==> config.mk <==
export PLATFORM = sky130hd
export DESIGN_NAME = iic_reg_access
export DESIGN_NICKNAME = d
export VERILOG_FILES = /design/src/rtl/iic_reg_access_pkg.sv /design/src/rtl/iic_reg_access.sv
export SDC_FILE = /design/constraint.sdc
export NUM_CORES = 1
export LEC_CHECK = 0
export CAP_MARGIN = 40
export CORE_UTILIZATION = 30
export CTS_CLUSTER_SIZE = 8
export DETAILED_ROUTE_END_ITERATION = 8
export PLACE_DENSITY = 0.54
export SYNTH_ARGS = -nofsm -noshare
export SYNTH_HDL_FRONTEND = slang
export SYNTH_SLANG_ARGS = --single-unit
==> constraint.sdc <==
create_clock -name CLK_IN -period 3.3 [get_ports CLK_IN]
set_clock_uncertainty 0.1 [all_clocks]
set_input_delay 0.495 -clock CLK_IN [delete_from_list [all_inputs] [get_ports CLK_IN]]
set_output_delay 0.495 -clock CLK_IN [all_outputs]
set_load 0.03 [all_outputs]
==> src/rtl/iic_reg_access_pkg.sv <==
// Shared definitions for the single-register IIC access sequencer.
// State encoding and the fixed core access-count value live here.
package iic_reg_access_pkg;

  typedef enum logic [2:0] {
    ST_IDLE    = 3'd0,
    ST_WR_REQ  = 3'd1,
    ST_WR_WAIT = 3'd2,
    ST_AS_REQ  = 3'd3,
    ST_AS_WAIT = 3'd4,
    ST_RD_REQ  = 3'd5,
    ST_RD_WAIT = 3'd6,
    ST_DONE    = 3'd7
  } state_t;

  // Core count 0 means "default length": 2 bytes for a write, 1 byte for a read.
  localparam logic [7:0] IIC_NUM_SINGLE = 8'h00;

endpackage

==> src/rtl/iic_reg_access.sv <==
// Turns one host register request into IIC core transactions: a 2-byte write,
// or an address-set write followed by a 1-byte read, with NACK and watchdog reporting.
module iic_reg_access
  import iic_reg_access_pkg::*;
#(
  parameter int TO_WIDTH = 22
) (
  input  logic       CLK_IN,
  input  logic       RESET_IN,
  input  logic       REG_REQ_IN,
  input  logic       REG_RNW_IN,
  input  logic [6:0] REG_DAD_IN,
  input  logic [7:0] REG_ADR_IN,
  input  logic [7:0] REG_WDT_IN,
  output logic       REG_BSY_OUT,
  output logic       REG_ACK_OUT,
  output logic [7:0] REG_RDT_OUT,
  output logic       REG_ERR_OUT,
  output logic       REG_TMO_OUT,
  output logic       IIC_REQ_OUT,
  output logic       IIC_AST_OUT,
  output logic [7:0] IIC_NUM_OUT,
  output logic [6:0] IIC_DAD_OUT,
  output logic       IIC_RNW_OUT,
  output logic [7:0] IIC_WDT_OUT,
  input  logic       IIC_RAK_IN,
  input  logic       IIC_WDA_IN,
  input  logic       IIC_RVL_IN,
  input  logic [7:0] IIC_RDT_IN,
  input  logic       IIC_BSY_IN,
  input  logic       IIC_ERR_IN
);

  state_t              state;
  logic [6:0]          req_dad;
  logic [7:0]          req_adr;
  logic [7:0]          req_wdt;
  logic                byte_ptr;
  logic [TO_WIDTH-1:0] wdog;
  logic [TO_WIDTH-1:0] wdog_inc;
  logic                wdog_expire;

  assign wdog_inc    = wdog + {{(TO_WIDTH-1){1'b0}}, 1'b1};
  assign wdog_expire = (state != ST_IDLE) && (state != ST_DONE) && (&wdog_inc);

  // The register address goes out first; the pointer switches to the data byte once the core takes it.
  assign IIC_WDT_OUT = byte_ptr ? req_wdt : req_adr;
  assign IIC_DAD_OUT = req_dad;
  assign IIC_NUM_OUT = IIC_NUM_SINGLE;

  always_ff @(posedge CLK_IN or posedge RESET_IN) begin
    if (RESET_IN) begin
      state       <= ST_IDLE;
      req_dad     <= '0;
      req_adr     <= '0;
      req_wdt     <= '0;
      byte_ptr    <= 1'b0;
      wdog        <= '0;
      REG_BSY_OUT <= 1'b0;
      REG_ACK_OUT <= 1'b0;
      REG_RDT_OUT <= '0;
      REG_ERR_OUT <= 1'b0;
      REG_TMO_OUT <= 1'b0;
      IIC_REQ_OUT <= 1'b0;
      IIC_AST_OUT <= 1'b0;
      IIC_RNW_OUT <= 1'b0;
    end else begin
      REG_ACK_OUT <= 1'b0;
      if (state != ST_IDLE) wdog <= wdog_inc;

      // Timeout abandons the core mid-access; a later request simply waits for its RAK.
      if (wdog_expire) begin
        REG_TMO_OUT <= 1'b1;
        REG_ERR_OUT <= 1'b1;
        IIC_REQ_OUT <= 1'b0;
        REG_ACK_OUT <= 1'b1;
        state       <= ST_DONE;
      end else begin
        case (state)
          ST_IDLE: begin
            if (REG_REQ_IN) begin
              req_dad     <= REG_DAD_IN;
              req_adr     <= REG_ADR_IN;
              req_wdt     <= REG_WDT_IN;
              byte_ptr    <= 1'b0;
              wdog        <= '0;
              REG_ERR_OUT <= 1'b0;
              REG_TMO_OUT <= 1'b0;
              REG_BSY_OUT <= 1'b1;
              IIC_REQ_OUT <= 1'b1;
              IIC_RNW_OUT <= 1'b0;
              IIC_AST_OUT <= REG_RNW_IN;
              state       <= REG_RNW_IN ? ST_AS_REQ : ST_WR_REQ;
            end
          end
          ST_WR_REQ: begin
            if (IIC_RAK_IN) begin
              IIC_REQ_OUT <= 1'b0;
              state       <= ST_WR_WAIT;
            end
          end
          ST_WR_WAIT: begin
            if (IIC_WDA_IN) byte_ptr <= 1'b1;
            if (!IIC_BSY_IN) begin
              REG_ERR_OUT <= IIC_ERR_IN;
              REG_ACK_OUT <= 1'b1;
              state       <= ST_DONE;
            end
          end
          ST_AS_REQ: begin
            if (IIC_RAK_IN) begin
              IIC_REQ_OUT <= 1'b0;
              state       <= ST_AS_WAIT;
            end
          end
          ST_AS_WAIT: begin
            if (!IIC_BSY_IN) begin
              if (IIC_ERR_IN) begin
                REG_ERR_OUT <= 1'b1;
                REG_ACK_OUT <= 1'b1;
                state       <= ST_DONE;
              end else begin
                IIC_AST_OUT <= 1'b0;
                IIC_RNW_OUT <= 1'b1;
                IIC_REQ_OUT <= 1'b1;
                state       <= ST_RD_REQ;
              end
            end
          end
          ST_RD_REQ: begin
            if (IIC_RAK_IN) begin
              IIC_REQ_OUT <= 1'b0;
              state       <= ST_RD_WAIT;
            end
          end
          ST_RD_WAIT: begin
            if (IIC_RVL_IN) REG_RDT_OUT <= IIC_RDT_IN;
            if (!IIC_BSY_IN) begin
              REG_ERR_OUT <= IIC_ERR_IN;
              REG_ACK_OUT <= 1'b1;
              state       <= ST_DONE;
            end
          end
          ST_DONE: begin
            REG_BSY_OUT <= 1'b0;
            state       <= ST_IDLE;
          end
          default: state <= ST_IDLE;
        endcase
      end
    end
  end

endmodule

==> results of run 1 <==
==> cell usage in the layout, fill, tap and decap left out, types with 8 or more instances in the layout <==
cell type	synthesis	layout
sky130_fd_sc_hd__nand2_1	93	93
sky130_fd_sc_hd__clkdlybuf4s50_1	0	69
sky130_fd_sc_hd__dfrtp_1	64	64
sky130_fd_sc_hd__o21ai_0	37	37
sky130_fd_sc_hd__nor2_1	22	22
sky130_fd_sc_hd__nand3_1	10	10
sky130_fd_sc_hd__clkbuf_16	0	9
sky130_fd_sc_hd__mux2_4	8	8
sky130_fd_sc_hd__mux2_2	8	8
sky130_fd_sc_hd__conb_1	1	8
==> per-stage QoR <==
stage               power [W]  hold WS, ns  cell area [sq um]  std cells
floorplan             0.00232        0.340               3420        377
global placement      0.00291        0.355               4200        564
detailed placement    0.00292        0.358               4200        564
CTS                   0.00406        0.374               4550        580
global route          0.00426        0.384               4550        580
finish                0.00402        0.370               4550        580
==> flip-flops by register name (all words and copies together) (netlist names) <==
name	flops
state	3
IIC_RNW_OUT	1
REG_BSY_OUT	1
REG_ACK_OUT	1
wdog	22
REG_ERR_OUT	1
REG_TMO_OUT	1
IIC_DAD_OUT	7
REG_RDT_OUT	8
IIC_AST_OUT	1
byte_ptr	1
IIC_REQ_OUT	1
req_adr	8
req_wdt	8
==> cell usage after synthesis (all sizes together) (2+ instances only) <==
master	count	area [sq um]
a2111oi	2	55.1
a21oi	8	51.3
a31oi	3	18.8
and2	3	18.8
and3	4	25.0
buf	11	77.6
clkbuf	18	67.6
dfrtp	64	1600
ha	2	25.0
inv	8	30.0
mux2	16	210
nand2	93	349
nand3	11	60.1
nand3b	7	52.6
nand4	9	68.8
nor2	22	82.6
nor3	5	25.0
nor4	6	56.3
o21ai	39	195
o31ai	6	45.0
or3	2	17.5
or4	2	22.5
xnor2	5	43.8
xor2	4	35.0
==> worst min-delay path, stage by stage, from the launching register on <==
cell                      delay (ns)
sky130_fd_sc_hd__dfrtp_1        0.33
sky130_fd_sc_hd__nand2_1        0.05
sky130_fd_sc_hd__nand2_1        0.05
==> routing by layer <==
| metal | track usage | vias up | share of wire | wire, um |
|---|---|---|---|---|
| li1 | - | 1399 | - | - |
| met1 | 0.204 | 1324 | 0.48 | 4000 |
| met2 | 0.222 | 62 | 0.45 | 3750 |
| met3 | 0.0380 | 10 | 0.048 | 395 |
| met4 | 0.0579 | 0 | 0.013 | 110 |
| met5 | 0 | - | 0 | 0 |
==> final cells by class <==
type | instances | area (sq um) | share of cell area
Timing Repair Buffer | 76 | 743 | 0.163
Clock inverter | 6 | 115 | 0.0253
Multi-Input combinational cell | 276 | 1650 | 0.362
Inverter | 8 | 30.0 | 0.00660
Clock buffer | 10 | 239 | 0.0525
Sequential cell | 64 | 1600 | 0.352
Tap cell | 140 | 175 | 0.0385
==> power groups by stage <==
stage / Sequential (W) / Combinational, W / Clock, W
2_1_floorplan: 0.00145 / 0.000865 / 0
3_3_place_gp: 0.00130 / 0.00161 / 0
3_5_place_dp: 0.00131 / 0.00161 / 0
4_1_cts: 0.00130 / 0.00162 / 0.00114
5_1_grt: 0.00134 / 0.00173 / 0.00118
6_report: 0.00130 / 0.00160 / 0.00112
==> cell families after synthesis <==
family          share of synthesized area
simple gates                        0.248
compound gates                      0.135
flops                               0.472
buf+inv                            0.0516
mux                                0.0620
xor+xnor                           0.0232
fa+ha+maj                         0.00738
other cells                       0.00111
==> worst min-delay path by stage <==
| stage | start | end | slack, ns |
|---|---|---|---|
| 2_1_floorplan | req_wdt[0] | req_wdt[0] | 0.34 |
| 3_3_place_gp | req_adr[2] | req_adr[2] | 0.35 |
| 3_5_place_dp | req_adr[5] | req_adr[5] | 0.36 |
| 4_1_cts | req_adr[5] | req_adr[5] | 0.37 |
| 5_1_grt | IIC_DAD_OUT[6] | IIC_DAD_OUT[6] | 0.38 |
| 6_report | req_adr[5] | req_adr[5] | 0.37 |
==> metrics list, run 1 <==
- Die Span Y: 108 um
- Max-cap violations: 0
* Internal Dissipation: about 0.0025 W
- The slowest stage of the critical path belongs to the cell sky130_fd_sc_hd__or4_4.
- In this run the clock root is driven by a sky130_fd_sc_hd__clkbuf_16.
- The die covers about 0.012 sq mm.
* Synth Instances: 370
* DRC: 0
* Worst Setup End Kind: flop
- Count of buffers from port buffering: 69
* Total of flip-flops plus latches after synthesis: between 60 and 70
- Worst-skew pair later-pin latency: approximately 0.33 ns
- Worst Setup Path Type: reg -> reg
- Summed over all cells, the static leakage comes to 1.91 nW.
- After synthesis the cells add up to between 0.003 and 0.004 sq mm.
- Of all nets on the critical path, the largest fanout is 8.
- The clock passes through at most 2 buffers.
- The routed layout has around 2800 vias.
* Sequential-to-total area share from yosys stat: 0.472
- Along the worst hold path, the cell count comes to 2.
* Post-detailed-routing wire length: slightly above 8000 um
- Of the total power, registers draw 0.323.
- Share of the core filled with cells in the final layout: 0.416
- Final max-slew violation count: 0
- The share of total power dissipated in the clock network is 0.279.
- Number of DRC markers after the initial detailed-route iteration: roughly 110
* Number of fill cells: 1067
- For the finished layout, the period the worst path requires is about 3 ns.
* Distinct cell type count after synthesis: 53
- In this run the critical register-to-register path is launched from wdog[5].
* WP data arrival: between 3 and 4 ns
- GRT Total Usage: 0.148
* I/O pin total: 78
* Worst-case reg-to-reg path depth: 6
- After detailed routing, the number of vias per cell comes to around 4.8.
- The most used flip-flop cell after synthesis is sky130_fd_sc_hd__dfrtp_1.
- Worst-path cell chain: nand4_1 -> or4_4 -> or3_4 -> a2111oi_4 -> a21oi_4 -> mux2_4
* Average wire per cell in the routed design: roughly 14 um
- The initial utilization of the core area, before any placement, comes to 0.310.
* Clock input transition at the sequential cells of the worst setup and hold paths: about 0.060 ns
* Reg-to-Reg End: REG_RDT_OUT[0]
- Of the cells placed in the final design, the portion with a size suffix greater than 1 is 0.123.
* Run status: finished clean
* Critical path buffers and inverters: 0
- The number of clock buffers added by TritonCTS is 9.
* Worst min-delay path category: reg -> reg
- Combinational power share: 0.397
- Entering global routing, the biggest net connects 36 pins.
* Largest incremental delay on the critical path: ~0.64 ns
- Yosys printed 0 warnings.
- Post-CTS repair timing setup buffer count: 0
- Setup ws final: 0.309 ns
- CP required: between 3 and 4 ns
- The synthesized design contains 0 enable-type register cells.
- Slew at the pin closest to its max-slew limit: about 0.53 ns
* Synthesized area per cell: 9.17 sq um
- The H-tree generated during clock tree synthesis spans 3 levels.
- Gp weighted congestion: 0.816
- Final hold violation count: 0
* Max-slew headroom at the worst pin: 0.648
- Synth async-reset ratio: 1.00
- First-pass GRT wire length: about 13000 um
- HPWL Detailed: 5720 um
- Nets: 477
* Achievable frequency: 334 MHz
- The most critical setup path has its endpoint at REG_RDT_OUT[0].
* Cell Rows: 38
- The number of antenna diodes in the final layout is 0.
* Post-synthesis to final-layout area growth: 34.2%
* Net switching power figure: around 0.0015 W
- After routing, the total negative slack on setup checks comes to 0 ns.
* Highest ir drop seen on vdd: roughly 440 uV
- Post-Place Setup Slack: between 0.3 and 0.4 ns
* CTS hold repair buffers: 0
- In this run the number of cells on the critical path is 6.
- Post-route clock period utilization: 0.906
- Crit path max-delay family: simple AND/OR/NAND/NOR gates
- Setup violations remaining at the end of the flow were counted as 0.
* Number of global-route vias before repair: 2623
- Of the total power, the share spent switching nets is 0.371.
* CP startpoint: wdog[5]
- The number of antenna violations at the first check in global routing came to 0.
- TritonCTS Sinks: 64
- Router iterations before antenna repair: 4
- Setup slack on the worst flop-to-flop path: roughly 0.3 ns
- In this run the remaining antenna-violating nets after routing total 0.
- Post_cts resized: 0
* RSZ-0062 raised after global routing: false
- STA classifies the critical path startpoint as a flop.
* Gr ovfl total: 0
* Area inside the core boundary: approximately 0.011 sq mm
- TritonCTS built the clock tree.
* Power density normalized to cell area: between 800 and 900 mW/mm^2
- X dimension of the die: about 110 um
(Power assumes the default switching activity.)
==> run 2: changes to the inputs <==
--- a/config.mk
+++ b/config.mk
@@ -6,10 +6,10 @@
 export NUM_CORES = 1
 export LEC_CHECK = 0
 export CAP_MARGIN = 40
-export CORE_UTILIZATION = 30
+export CORE_UTILIZATION = 50
 export CTS_CLUSTER_SIZE = 8
 export DETAILED_ROUTE_END_ITERATION = 8
-export PLACE_DENSITY = 0.54
+export PLACE_DENSITY = 0.82
 export SYNTH_ARGS = -nofsm -noshare
 export SYNTH_HDL_FRONTEND = slang
 export SYNTH_SLANG_ARGS = --single-unit
==> run 2 against run 1 <==
Effect of this change:
- the run now ends with design-rule violations left
- register-to-register slack improved by 0.03 ns
- non-clock buffer count fell by 1
- hold slack got worse by 0.0082 ns
- die area fell by 39%
- largest cell class unchanged
- critical path depth rose by 1
- flip-flop and latch count did not move
- via count rose by 3.6%
- critical endpoint is now REG_RDT_OUT[6]
==> metrics list, run 2 (synthesis gave the netlist of run 1 again) <==
- Largest reg by FF count: wdog
* Via/cell ratio: about 5.6
- The hold violation total from the final report was 0.
* First-pass GRT wire length: 13500 um
- Dividing the detail-routed wire length by the instance count gives 15.7 um.
- Die Span Y: 84.4 um
* WP data arrival: 3.10 ns
- The final number of max-transition violations was 0.
- Aggregate negative setup slack: 0 ns
- Combinational power share: 0.428
- Post-CTS repair timing setup buffer count: 0
- The worst hold path belongs to the class in -> async.
- Total die area: 0.00712 sq mm
* CTS Root Cell: sky130_fd_sc_hd__clkbuf_8
* RSZ-0062 raised after global routing: false
- In the final layout, the share of cells above drive strength 1 is 0.121.
* DRC: 5
- Static leakage: 1.87 nW
- Area inside the core boundary: 0.00646 sq mm
* Nets: approximately 480
* Internal Dissipation: 0.00229 W
- Post-detailed-routing wire length: approximately 8100 um
- Of all nets on the critical path, the largest fanout is 8.
- For this design the total switching power over the nets is about 0.0015 W.
- Max-cap violations: 0
- The flow ran to the end, but the final reports show violations.
- Post-Place Setup Slack: between 0.3 and 0.4 ns
* Antenna-violating nets left: 0
- In this run the number of H-tree levels came out at 3.
- After the first detailed-routing iteration, the DRC count stood at 224.
- After clock tree synthesis, the repair step resized 0 gates.
- Maximum number of pins on one net before global-route repair: 46
- The floorplan has 29 rows.
- The signal on the critical path passes through ha_1 -> nand3_1 -> or3_1 -> xor2_1 -> a2111oi_4 -> a21oi_4 -> mux2_4.
- For this run, the detailed router's first-pass iteration total came to 9.
- Across all setup checks in the final design, the least slack found is between 0.3 and 0.4 ns.
* Worst Setup Path Type: reg -> reg
- Number of global-route vias before repair: approximately 2800
* Failing checks: design-rule violations
- Slowest CP cell: sky130_fd_sc_hd__or3_1
- X dimension of the die: roughly 84 um
* I/O pin total: 78
* Clock input transition at the sequential cells of the worst setup and hold paths: approximately 0.07 ns
- Starting utilization of the core area: 0.525
* Crit path max-delay family: simple AND/OR/NAND/NOR gates
- Worst Setup End Kind: flop
- Based on the critical path, the design can be clocked at up to 338 MHz.
* Largest incremental delay on the critical path: about 0.47 ns
- Switching part of the total: 0.391
- Clock buffer count from CTS: 9
* Seq pwr share: 0.346
- Count of buffers from port buffering: 69
- Of the available clock period, the critical path in the final layout requires 0.896.
* HPWL Detailed: between 5000 and 6000 um
* Critical path buffers and inverters: 0
* Highest ir drop seen on vdd: ~500 uV
- Most used cells in the layout excluding fill and tap cells: sky130_fd_sc_hd__nand2_1 (93), sky130_fd_sc_hd__clkdlybuf4s50_1 (69), sky130_fd_sc_hd__dfrtp_1 (64), sky130_fd_sc_hd__o21ai_0 (37), sky130_fd_sc_hd__nor2_1 (22)
- The number of antenna diodes in the final layout is 0.
- Global routing finished with a remaining overflow of 0.
- Final min period: 2.96 ns
* Gp weighted congestion: around 0.9
- Dividing total power by cell area gives a power density of 860 mW/mm^2.
- DR vias: between 2000 and 3000
- Buffers inserted to repair hold after CTS numbered 0.
- Largest buffer count on any clock path: 2
- The register with the most flip-flops in the layout has 22 of them.
- Element type at the critical path start: flop
- TritonCTS built the clock tree.
- Setup violations remaining at the end of the flow were counted as 0.
- For this run, the total global-route usage over all layers was measured as 0.244.
* TritonCTS Sinks: 64
* Worst-skew pair later-pin latency: around 0.35 ns
* CP required: ~3.4 ns
* Initial antenna violation count: 0
- Most common cell after layout, fill and taps aside: sky130_fd_sc_hd__nand2_1
* Post-synthesis to final-layout area growth: 29.0%
- Clock network power share: 0.227
==> run 2: worst paths after layout <==
check	from	endpoint	slack [ns]	cells after the start
min in group CLK_IN	req_wdt[3]	req_wdt[3]	0.37	2
setup / recovery	wdog[1]	REG_RDT_OUT[6]	0.34	7
hold reg to reg	req_wdt[3]	req_wdt[3]	0.37	2
setup reg to reg	wdog[1]	REG_RDT_OUT[6]	0.34	7
hold / removal	RESET_IN	REG_RDT_OUT[6]	0.36	2
max in group asynchronous	RESET_IN	REG_TMO_OUT	2.15	3
==> run 2: per-layer routing <==
metal,track usage,part of all wire
met5,0,0
met1,0.323,0.44
met4,0.120,0.021
met3,0.0442,0.050
met2,0.389,0.49
==> run 2: cell type report <==
| type | count | area (sq um) |
|---|---|---|
| multi-input combinational | 276 | 1650 |
| timing repair buffer | 75 | 748 |
| fill | 510 | 2080 |
| clock inverter | 6 | 115 |
| sequential | 64 | 1600 |
| clock buffer | 10 | 138 |
| tap | 77 | 96.3 |
| inverter | 8 | 30.0 |
==> run 2: per-stage QoR <==
step                hold slack (ns)  cell area (sq um)   util  total power (W)  instances
finish                        0.362               4380  0.677          0.00376        516
global route                  0.393               4380  0.677          0.00397        516
floorplan                     0.340               3420      -          0.00232        377
CTS                           0.373               4380  0.677          0.00378        516
detailed placement            0.358               4120  0.638          0.00292        500
global placement              0.354               4120  0.638          0.00286        500
==> run 2: power by group through the flow <==
stage / clock, W / combinational, W / sequential, W
3_3_place_gp: 0 / 0.00157 / 0.00129
2_1_floorplan: 0 / 0.000865 / 0.00145
5_1_grt: 0.000891 / 0.00174 / 0.00134
4_1_cts: 0.000863 / 0.00162 / 0.00130
6_report: 0.000854 / 0.00161 / 0.00130
3_5_place_dp: 0 / 0.00161 / 0.00131
==> variant 1 (config.mk and constraints of run 2) <==
The parameter `TO_WIDTH` goes from 22 to 44.
--- a/src/rtl/iic_reg_access.sv
+++ b/src/rtl/iic_reg_access.sv
@@ -3,7 +3,7 @@
 module iic_reg_access
   import iic_reg_access_pkg::*;
 #(
-  parameter int TO_WIDTH = 22
+  parameter int TO_WIDTH = 44
 ) (
   input  logic       CLK_IN,
   input  logic       RESET_IN,
Check against the original RTL: same outputs for any inputs over 10 cycles, from zero or initial values and one cycle with RESET_IN high; that may be too few to reach the edited logic, so the function may still have changed.
==> variant 1 against run 2 <==
- the run ends with negative setup slack left
- non-clock buffer count increased by 56
- setup slack got worse by 0.37 ns
- sequential cell count grew 22
- total power increased by 25%
- cell area increased by 53%
- critical endpoint is now REG_ERR_OUT
- wire length grew 92%
- count of clock-buffer cells in the layout unchanged
- area after synthesis up 53%
- first-iteration DRC count grew to 2.5 times the old value
==> variant 1: results (changes against run 2) <==
<table>
<tr><th>Metric</th><th>Value</th></tr>
<tr><th colspan="2">Power</th></tr>
<tr><td>Switching portion of total power</td><td>40.7% (+1.5 points)</td></tr>
<tr><td>Combinational cell fraction of total power</td><td>47.9% (+5.1 points)</td></tr>
<tr><td>Reg power frac</td><td>35.1% (+0.5 points)</td></tr>
<tr><td>Leakage</td><td>2.72 nW (+46%)</td></tr>
<tr><th colspan="2">Global routing</th></tr>
<tr><td>Combined global-route utilization of all metal layers</td><td>28.7% (+4.3 points)</td></tr>
<tr><td>Largest net degree at the start of global routing</td><td>52 (+13%)</td></tr>
<tr><td>Number of global-route vias before repair</td><td>4,898 (+73%)</td></tr>
<tr><th colspan="2">Timing</th></tr>
<tr><td>Final Setup Violations</td><td>5 (+5)</td></tr>
<tr><td>Least setup slack across all paths after layout</td><td>-0.0307 ns (-0.372 ns)</td></tr>
<tr><th colspan="2">Final layout</th></tr>
<tr><td>Layout Nets</td><td>698 (+47%)</td></tr>
<tr><td>Clock buffer and inverter area fraction after layout</td><td>3.07% (-2.7 points)</td></tr>
<tr><td>Buffers, non-clock</td><td>131 (+75%)</td></tr>
<tr><td>Non-clk buf share</td><td>18.0% (+0.90 points)</td></tr>
<tr><td>Number of filler cells placed in the layout</td><td>751 (+47%)</td></tr>
<tr><th colspan="2">Synth</th></tr>
<tr><td>Synthesized-area fraction occupied by ao, oa, aoi and oai cells</td><td>18.0% (+4.5 points)</td></tr>
<tr><td>Synth Area in Adders</td><td>0.481% (-0.26 points)</td></tr>
<tr><td>Distinct cell type count of the synthesized netlist</td><td>76 (+43%)</td></tr>
<tr><td>Post-synth top cells</td><td>sky130_fd_sc_hd__dfrtp_1 (86), sky130_fd_sc_hd__o21ai_0 (61), sky130_fd_sc_hd__nand2_1 (57)</td></tr>
<tr><td>Dominant cells by area after synthesis</td><td>sky130_fd_sc_hd__dfrtp_1 (41%), sky130_fd_sc_hd__mux2_2 (6.7%), sky130_fd_sc_hd__o21ai_0 (5.9%)</td></tr>
<tr><td>Post-synthesis xor/xnor area fraction</td><td>2.36% (+0.035 points)</td></tr>
<tr><th colspan="2">Critical path</th></tr>
<tr><td>Critical path arrival</td><td>3.55 ns (+0.45 ns)</td></tr>
<tr><th colspan="2">Route</th></tr>
<tr><td>Routed length on met1</td><td>6170 µm (+73%)</td></tr>
<tr><td>Routed met2 length</td><td>7700 µm (+96%)</td></tr>
<tr><th colspan="2">Outcome</th></tr>
<tr><td>Outcome</td><td>complete, but fails checks</td></tr>
<tr><td>Violations in the final reports</td><td>negative setup slack</td></tr>
<tr><th colspan="2">Clock tree</th></tr>
<tr><td>Post-CTS Setup Inserts</td><td>2 (+2)</td></tr>
<tr><th colspan="2">Place</th></tr>
<tr><td>DP HPWL</td><td>10,600 µm (+88%)</td></tr>
<tr><td>Dpl cell area</td><td>0.00631 mm² (+53%)</td></tr>
</table>
-- variant 1: changes by cell type in the layout (fill, tap and decap cells not counted), moves of 19 or more --
| cell | change |
|---|---|
| sky130_fd_sc_hd__buf_4 | +50 |
| sky130_fd_sc_hd__dfrtp_1 | +19 |
| sky130_fd_sc_hd__mux2_2 | +23 |
| sky130_fd_sc_hd__nand2_1 | -36 |
| sky130_fd_sc_hd__o21ai_0 | +22 |
-- variant 1: how the worst min path moves through the flow --
| stage | endpoint | slack, ns | cells after the start |
|---|---|---|---|
| CTS | REG_RDT_OUT[6] | 0.33 | 2 |
| global placement | REG_TMO_OUT | 0.37 | 1 |
| finish | REG_RDT_OUT[6] | 0.33 | 2 |
| floorplan | wdog[43] | 0.35 | 1 |
| detailed placement | REG_TMO_OUT | 0.37 | 1 |
| global route | REG_RDT_OUT[6] | 0.35 | 2 |
==> variant 2 (flow settings as in run 2) <==
Made on the original files. Reset style: synchronous (`RESET_IN`), changed in one clocked block.
--- a/src/rtl/iic_reg_access.sv
+++ b/src/rtl/iic_reg_access.sv
@@ -48,7 +48,7 @@
   assign IIC_DAD_OUT = req_dad;
   assign IIC_NUM_OUT = IIC_NUM_SINGLE;
 
-  always_ff @(posedge CLK_IN or posedge RESET_IN) begin
+  always_ff @(posedge CLK_IN) begin
     if (RESET_IN) begin
       state       <= ST_IDLE;
       req_dad     <= '0;
Behaviour: differs if RESET_IN is asserted again (counterexample within 4 cycles, from zero or initial values and one cycle with RESET_IN high); with RESET_IN held inactive, the same outputs for 10 cycles.
==> variant 2 against run 2 <==
- the run still ends with design-rule violations left
- fmax decreased by 0.79%
- sequential cell count did not move
- area after synthesis down 0.26%
- wire length rose by 0.38%
- critical path type unchanged
- cell area is 3.5% lower
- sequential share of layout area down 6.2 points
- setup slack lost 0.024 ns
- total power down 27%
==> variant 2: results (changes against run 2) <==
<table>
<tr><th>Metric</th><th>Value</th></tr>
<tr><th colspan="2">Outcome</th></tr>
<tr><td>Outcome</td><td>complete, but fails checks</td></tr>
<tr><td>Violations in the final reports</td><td>design-rule violations</td></tr>
<tr><th colspan="2">Final layout</th></tr>
<tr><td>Layout Nets</td><td>517 (+8.6%)</td></tr>
<tr><td>Clock buffer and inverter area fraction after layout</td><td>4.86% (-0.91 points)</td></tr>
<tr><td>Layout sequential cell count</td><td>64 (unchanged)</td></tr>
<tr><td>Area taken by flip-flops and latches</td><td>0.00128 mm² (-20%)</td></tr>
<tr><th colspan="2">Route</th></tr>
<tr><td>Number of search-and-repair iterations in the first detailed-routing pass</td><td>6 (-3)</td></tr>
<tr><td>DR WL met3</td><td>513 µm (+27%)</td></tr>
<tr><td>Residual DRC</td><td>2 (-3)</td></tr>
<tr><td>Final routed wirelength across all metal layers</td><td>8110 µm (+0.38%)</td></tr>
<tr><th colspan="2">Synth</th></tr>
<tr><td>Post-synth top cells</td><td>sky130_fd_sc_hd__nand2_1 (74), sky130_fd_sc_hd__dfxtp_1 (64), sky130_fd_sc_hd__a21oi_1 (51)</td></tr>
<tr><td>Sequential cell area fraction in the yosys report</td><td>37.9% (-9.3 points)</td></tr>
<tr><td>Distinct cell type count of the synthesized netlist</td><td>54 (+1.9%)</td></tr>
<tr><td>Synthesized-area fraction occupied by ao, oa, aoi and oai cells</td><td>20.9% (+7.5 points)</td></tr>
<tr><th colspan="2">Worst hold path</th></tr>
<tr><td>Hold WC Path Type</td><td>flip-flop to flip-flop</td></tr>
<tr><th colspan="2">Critical path</th></tr>
<tr><td>Worst R2R Setup Slack</td><td>0.32 ns (-0.02 ns)</td></tr>
<tr><td>Worst R2R Start</td><td>wdog[0]</td></tr>
<tr><td>R2R depth</td><td>8 (+1)</td></tr>
<tr><th colspan="2">Power</th></tr>
<tr><td>Total power of the final layout</td><td>2.73 mW (-27%)</td></tr>
<tr><td>Internal power</td><td>1.65 mW (-28%)</td></tr>
<tr><td>Leakage</td><td>1.47 nW (-21%)</td></tr>
<tr><th colspan="2">Global routing</th></tr>
<tr><td>Number of global-route vias before repair</td><td>2,986 (+5.3%)</td></tr>
<tr><td>Largest net degree at the start of global routing</td><td>74 (+61%)</td></tr>
<tr><th colspan="2">Place</th></tr>
<tr><td>Placed instance count</td><td>541 (+8.2%)</td></tr>
<tr><td>DP HPWL</td><td>5590 µm (-0.57%)</td></tr>
<tr><td>Post-Place Setup Slack</td><td>0.350 ns (-0.00777 ns)</td></tr>
</table>
==> variant 2: cell types whose count changed in the layout (fill, tap and decap cells not counted), moves of 18 or more <==
cell,change
sky130_fd_sc_hd__a21oi_1,+44
sky130_fd_sc_hd__dfrtp_1,-64
sky130_fd_sc_hd__dfxtp_1,+64
sky130_fd_sc_hd__nand2_1,-19
sky130_fd_sc_hd__nand2b_1,+18
sky130_fd_sc_hd__o21ai_0,-18
==> variant 2: worst max-delay path by stage <==
| stage | endpoint | from | slack [ns] |
|---|---|---|---|
| 2_1_floorplan | state[0] | wdog[0] | 0.62 |
| 3_3_place_gp | REG_RDT_OUT[7] | wdog[0] | 0.12 |
| 3_5_place_dp | REG_RDT_OUT[3] | wdog[0] | 0.35 |
| 4_1_cts | REG_RDT_OUT[6] | wdog[0] | 0.34 |
| 5_1_grt | REG_RDT_OUT[0] | wdog[0] | 0.08 |
| 6_report | REG_RDT_OUT[4] | wdog[0] | 0.32 |
